--- config.mk ---
export PLATFORM = sky130hd
export DESIGN_NAME = sdram_port_responder
export DESIGN_NICKNAME = d
export VERILOG_FILES = /design/src/rtl/sdram_port_responder.sv
export SDC_FILE = /design/constraint.sdc
export NUM_CORES = 1
export LEC_CHECK = 0
export CAP_MARGIN = 20
export CORE_ASPECT_RATIO = 0.8
export CORE_UTILIZATION = 34
export CTS_CLUSTER_SIZE = 28
export DETAILED_ROUTE_END_ITERATION = 12
export DONT_BUFFER_PORTS = 1
export PLACE_DENSITY = 0.53
export SLEW_MARGIN = 0
export SYNTH_ARGS = -nofsm -noshare
export SYNTH_HDL_FRONTEND = slang
export SYNTH_SLANG_ARGS = --single-unit
--- constraint.sdc ---
create_clock -name i_clk -period 2.3 [get_ports i_clk]
set_input_delay 0.46 -clock i_clk [delete_from_list [all_inputs] [get_ports i_clk]]
set_output_delay 0.46 -clock i_clk [all_outputs]
set_load 0.1 [all_outputs]
--- src/rtl/sdram_port_responder.sv ---
// Two-client responder for the core-to-SDRAM word interface: round-robin
// arbitration, one Avalon-MM transaction at a time, completion routed back to the requester.

module sdram_port_client #(
    parameter int DATA_W = 32
) (
    input  logic              clk,
    input  logic              rst,
    input  logic              load,
    input  logic              done,
    input  logic [DATA_W-1:0] rdata,
    output logic [DATA_W-1:0] readdata,
    output logic              finished
);
    always_ff @(posedge clk) begin
        if (!rst) begin
            readdata <= '0;
            finished <= 1'b0;
        end else begin
            finished <= done;
            if (load)
                readdata <= rdata;
        end
    end
endmodule

module sdram_port_responder #(
    parameter int ADDR_W = 23,
    parameter int DATA_W = 32
) (
    input  logic              i_clk,
    input  logic              i_rst,
    input  logic              c0_read,
    input  logic              c0_write,
    input  logic [ADDR_W-1:0] c0_addr,
    input  logic [DATA_W-1:0] c0_writedata,
    output logic [DATA_W-1:0] c0_readdata,
    output logic              c0_finished,
    input  logic              c1_read,
    input  logic              c1_write,
    input  logic [ADDR_W-1:0] c1_addr,
    input  logic [DATA_W-1:0] c1_writedata,
    output logic [DATA_W-1:0] c1_readdata,
    output logic              c1_finished,
    output logic [ADDR_W-1:0] avm_address,
    output logic              avm_read,
    output logic              avm_write,
    output logic [DATA_W-1:0] avm_writedata,
    output logic [3:0]        avm_byteenable,
    input  logic [DATA_W-1:0] avm_readdata,
    input  logic              avm_waitrequest,
    input  logic              avm_readdatavalid
);
    localparam int NUM_CLIENTS = 2;

    typedef enum logic [1:0] {IDLE, ISSUE, WAIT_RD, DONE} state_t;

    state_t state, state_nxt;

    logic [NUM_CLIENTS-1:0]             rd_req, wr_req, req;
    logic [NUM_CLIENTS-1:0][ADDR_W-1:0] addr_in;
    logic [NUM_CLIENTS-1:0][DATA_W-1:0] wdata_in;
    logic [NUM_CLIENTS-1:0][DATA_W-1:0] rdata_out;
    logic [NUM_CLIENTS-1:0]             fin_out;
    logic [NUM_CLIENTS-1:0]             fin_set, rd_load;

    logic              gnt, gnt_nxt;
    logic              op_wr, op_wr_nxt;
    logic              last_grant, last_grant_nxt;
    logic              pick;
    logic [ADDR_W-1:0] addr_nxt;
    logic [DATA_W-1:0] wdata_nxt;
    logic              rd_nxt, wr_nxt;

    assign rd_req   = {c1_read, c0_read};
    assign wr_req   = {c1_write, c0_write};
    assign req      = rd_req | wr_req;
    assign addr_in  = {c1_addr, c0_addr};
    assign wdata_in = {c1_writedata, c0_writedata};

    assign c0_readdata    = rdata_out[0];
    assign c1_readdata    = rdata_out[1];
    assign c0_finished    = fin_out[0];
    assign c1_finished    = fin_out[1];
    assign avm_byteenable = 4'hF;

    // On contention the client not served last wins; otherwise whoever asks.
    always_comb begin
        if (req[0] && req[1])
            pick = ~last_grant;
        else
            pick = req[1];
    end

    always_ff @(posedge i_clk) begin
        if (!i_rst) begin
            state         <= IDLE;
            gnt           <= 1'b0;
            op_wr         <= 1'b0;
            last_grant    <= 1'b1;
            avm_address   <= '0;
            avm_writedata <= '0;
            avm_read      <= 1'b0;
            avm_write     <= 1'b0;
        end else begin
            state         <= state_nxt;
            gnt           <= gnt_nxt;
            op_wr         <= op_wr_nxt;
            last_grant    <= last_grant_nxt;
            avm_address   <= addr_nxt;
            avm_writedata <= wdata_nxt;
            avm_read      <= rd_nxt;
            avm_write     <= wr_nxt;
        end
    end

    always_comb begin
        state_nxt      = state;
        gnt_nxt        = gnt;
        op_wr_nxt      = op_wr;
        last_grant_nxt = last_grant;
        addr_nxt       = avm_address;
        wdata_nxt      = avm_writedata;
        rd_nxt         = avm_read;
        wr_nxt         = avm_write;
        fin_set        = '0;
        rd_load        = '0;

        unique case (state)
            IDLE: begin
                if (|req) begin
                    // A simultaneous read and write on one client is treated as a write.
                    gnt_nxt        = pick;
                    op_wr_nxt      = wr_req[pick];
                    last_grant_nxt = pick;
                    addr_nxt       = addr_in[pick];
                    wdata_nxt      = wdata_in[pick];
                    wr_nxt         = wr_req[pick];
                    rd_nxt         = ~wr_req[pick];
                    state_nxt      = ISSUE;
                end
            end
            ISSUE: begin
                if (!avm_waitrequest) begin
                    rd_nxt = 1'b0;
                    wr_nxt = 1'b0;
                    if (op_wr) begin
                        fin_set[gnt] = 1'b1;
                        state_nxt    = DONE;
                    end else begin
                        state_nxt = WAIT_RD;
                    end
                end
            end
            WAIT_RD: begin
                if (avm_readdatavalid) begin
                    rd_load[gnt] = 1'b1;
                    fin_set[gnt] = 1'b1;
                    state_nxt    = DONE;
                end
            end
            DONE: begin
                state_nxt = IDLE;
            end
            default: begin
                state_nxt = IDLE;
            end
        endcase
    end

    for (genvar i = 0; i < NUM_CLIENTS; i++) begin : g_client
        sdram_port_client #(.DATA_W(DATA_W)) u_client (
            .clk      (i_clk),
            .rst      (i_rst),
            .load     (rd_load[i]),
            .done     (fin_set[i]),
            .rdata    (avm_readdata),
            .readdata (rdata_out[i]),
            .finished (fin_out[i])
        );
    end
endmodule

==> out/results.tsv <==
stage	metric	value	unit
routing	initial detailed-routing violation count	270	
synth	Avg Synthesized Cell Area	7.958	sq um
synth	Syn Inst Count	647	
timing	RSZ-0062 raised after global routing	no	
clock_tree	maximum root-to-sink buffer count	2	
timing	final setup violation count	0	
min_path	min-delay worst type	in2reg	
global_routing	largest net degree at the start of global routing	130	
clock_tree	# Post-CTS Setup Buffers	0	
placement	GPL Wtd Cong	0.8295	
power_and_ir_drop	Power Dens Cells	1756	nW/um^2
routing	via total after detailed routing	4863	
clock_tree	clock root cell	clkbuf_16	
run	# Max-Cap Violations	0	
floorplanning	Die W	139.6	um
floorplanning	row cnt	39	
setup_path	worst path required time	2600	ps
min_path	hold path start	c0_writedata[31]	
power_and_ir_drop	Tot Pwr	0.01207	W
power_and_ir_drop	peak supply drop	1579	uV
finish	antenna cells	0	
timing	Final min period	1727	ps
clock_tree	Hold-fix buffers, CTS	0	
placement	Setup WS pre-CTS	141.8	ps
min_path	Hold Path End	avm_writedata[31]$_SDFFE_PN0P_	
setup_path	CP Class	reg2reg	
timing	Hold Slack	178.1	ps
global_routing	first-pass GRT wire length	24.12	mm
setup_path	crit start category	flop	
routing	Post-route DRC	0	
setup_path	Setup crit end kind	flop	
synth	Top FF cell, synth	dfxtp_1	
synth	Post-synth EDFFs	0	
synth	mapped cell area	5149	sq um
synth	Ys Warns	0	
global_routing	Total GRT Usage	19.62	%
clock_tree	CTS tree	done	
routing	first-pass detailed-route iteration total	4	
power_and_ir_drop	leakage	2.812	nW
floorplanning	Core Area	14540	sq um
floorplanning	I/O pins	277	
timing	Max Freq	579.2	MHz
finish	# fillers	1398	
clock_tree	Clock Pin Slew Worst Setup and Hold Paths	60	ps
floorplanning	initial core utilization	35.41	%
timing	post-route setup TNS	0	ps
min_path	Hold Path Stages	2	
placement	Port-buffer cells	0	
timing	final setup skew	8.900	ps
floorplanning	Die Y-Extent	112.1	um
routing	Via-to-Cell Ratio	5.151	
global_routing	total gr overflow	0	
synth	Synth Register Bits	128	
setup_path	most frequent CP cell	a21oi_1	
clock_tree	PostCTS Resize Cnt	0	
setup_path	critical path arrival	2020	ps
placement	HPWL Detailed	10.49	mm
clock_tree	H-tree levels	4	
global_routing	initial antenna violation count	0	
timing	Slew Viols, Final	0	
clock_tree	CTS Buf Count	17	
synth	asr flop ratio synth	0	%
run_status	status	finished clean	
finish	Area Growth Syn to Fin	33.49	%
setup_path	max incr delay on CP	370	ps
setup_path	FF-to-FF Start	state[0]$_SDFFE_PN0P_	
clock_tree	Clk Latency, worst-skew pair	410	ps
finish	layout cells sized above 1	22.50	%
timing	post-route setup slack	573.3	ps
routing	total detailed-routing wirelength	15.09	mm
routing	Post-DRT Antenna Nets	0	
finish	Final #Nets	900	
routing	wire per inst	15.99	um
setup_path	r2r worst-path depth	6	
timing	Final Hold Viols	0	
synth	Seq/Total Area, Yosys	49.77	%
setup_path	r2r setup slk	570	ps
setup_path	Worst Path Max Fanout	56	
clock_tree	CTS sink count	128	
floorplanning	Die Footprint	15640	sq um
setup_path	r2r endpoint	avm_writedata[3]$_SDFFE_PN0P_	
setup_path	worst path cell trace	inv_1, ha_1, or2b_2, buf_12, a21oi_1, a21oi_1	
setup_path	slowest CP cell	or2b_2	
synth	Distinct cells, synth	31	
timing	Tcrit/Tclk final	75.07	%
global_routing	vias in the first global route	4820	
## power breakdown
| part | internal (W) | switching, W |
|---|---|---|
| sequential | 0.00271 | 0.000168 |
| combinational | 0.00125 | 0.00481 |
| clock | 0.00213 | 0.000997 |
## through the flow
stage | std cells | util (%) | instance area (sq um)
4_1_cts | 943 | 47.13 | 6853
6_report | 944 | 47.26 | 6873
5_1_grt | 944 | 47.26 | 6873
3_3_place_gp | 910 | 42.21 | 6138
3_5_place_dp | 911 | 42.35 | 6158
2_1_floorplan | 650 | - | 5160
## worst max-delay path, delay by kind of cell, from the launching register on
family	cells	cell delay [ps]
flip-flops	1	350
buffers and inverters	2	310
adder cells (fa/ha/maj)	1	280
AND/OR/NAND/NOR	1	370
AO/OA/AOI/OAI	2	290
## sequential cells by signal (all words and copies together) (netlist names)
signal / count
g_client.u_client.readdata: 64
avm_writedata: 32
avm_address: 23
g_client.u_client.finished: 2
state: 2
avm_read: 1
avm_write: 1
gnt: 1
last_grant: 1
op_wr: 1
## final cells by class
| class | count | area [sq um] | share of cell area, % |
|---|---|---|---|
| inverter | 6 | 22.52 | 0.3277 |
| timing repair buffer | 131 | 1033 | 15.04 |
| tap | 184 | 230.2 | 3.350 |
| sequential | 128 | 2562 | 37.28 |
| clock inverter | 12 | 227.7 | 3.313 |
| clock buffer | 20 | 466.7 | 6.790 |
| multi-input combinational | 463 | 2330 | 33.90 |
## cell usage after synthesis (5+ instances only)
master | instances | area, sq um
a21boi_0 | 66 | 495.5
o21ai_1 | 10 | 50.05
dfxtp_1 | 128 | 2562
nor2_1 | 5 | 18.77
buf_2 | 7 | 35.03
o21ai_0 | 50 | 250.2
nand3_1 | 5 | 25.02
nand2_1 | 192 | 720.7
a21oi_1 | 111 | 555.5
clkbuf_1 | 33 | 123.9
buf_4 | 6 | 45.04
inv_1 | 6 | 22.52
## how the worst max path moves through the flow
stage / start / to / cells past startpoint
after floorplan: state[0]$_SDFFE_PN0P_ / avm_address[0]$_SDFFE_PN0P_ / 7
after global placement: state[0]$_SDFFE_PN0P_ / avm_address[16]$_SDFFE_PN0P_ / 5
after detailed placement: state[0]$_SDFFE_PN0P_ / avm_address[2]$_SDFFE_PN0P_ / 5
after CTS: state[0]$_SDFFE_PN0P_ / avm_address[2]$_SDFFE_PN0P_ / 5
after global routing: state[0]$_SDFFE_PN0P_ / avm_writedata[3]$_SDFFE_PN0P_ / 6
final: state[0]$_SDFFE_PN0P_ / avm_writedata[3]$_SDFFE_PN0P_ / 6
## cell usage in the layout (no fill, tap or decap), types with 3 or more instances in the layout
cell type and instances:
inv_1 6, clkbuf_16 17, a21oi_1 111, nand2_1 192
bufinv_16 6, buf_4 127, buf_12 4, a21boi_0 66
conb_1 4, clkbuf_8 3, nor2_1 3, o21ai_0 50
dfxtp_1 128, ha_1 3, nand3_1 5, o21ai_1 10
## logic make-up after synthesis
| family | after synthesis | synth area share (%) |
|---|---|---|
| simple gates | 211 | 16.31 |
| other cells | 1 | 0.07283 |
| compound gates | 245 | 27.56 |
| fa+ha+maj | 3 | 0.7291 |
| flops | 128 | 49.77 |
| buf+inv | 59 | 5.565 |
## routing by layer
layer | vias up | global-route usage [%] | wire (um)
met3 | 22 | 6.058 | 1296
met2 | 224 | 32.93 | 7196
li1 | 2367 | - | -
met4 | 0 | 9.451 | 340
met1 | 2250 | 22.91 | 6258
met5 | - | 0 | 0
(Power assumes the default switching activity.)
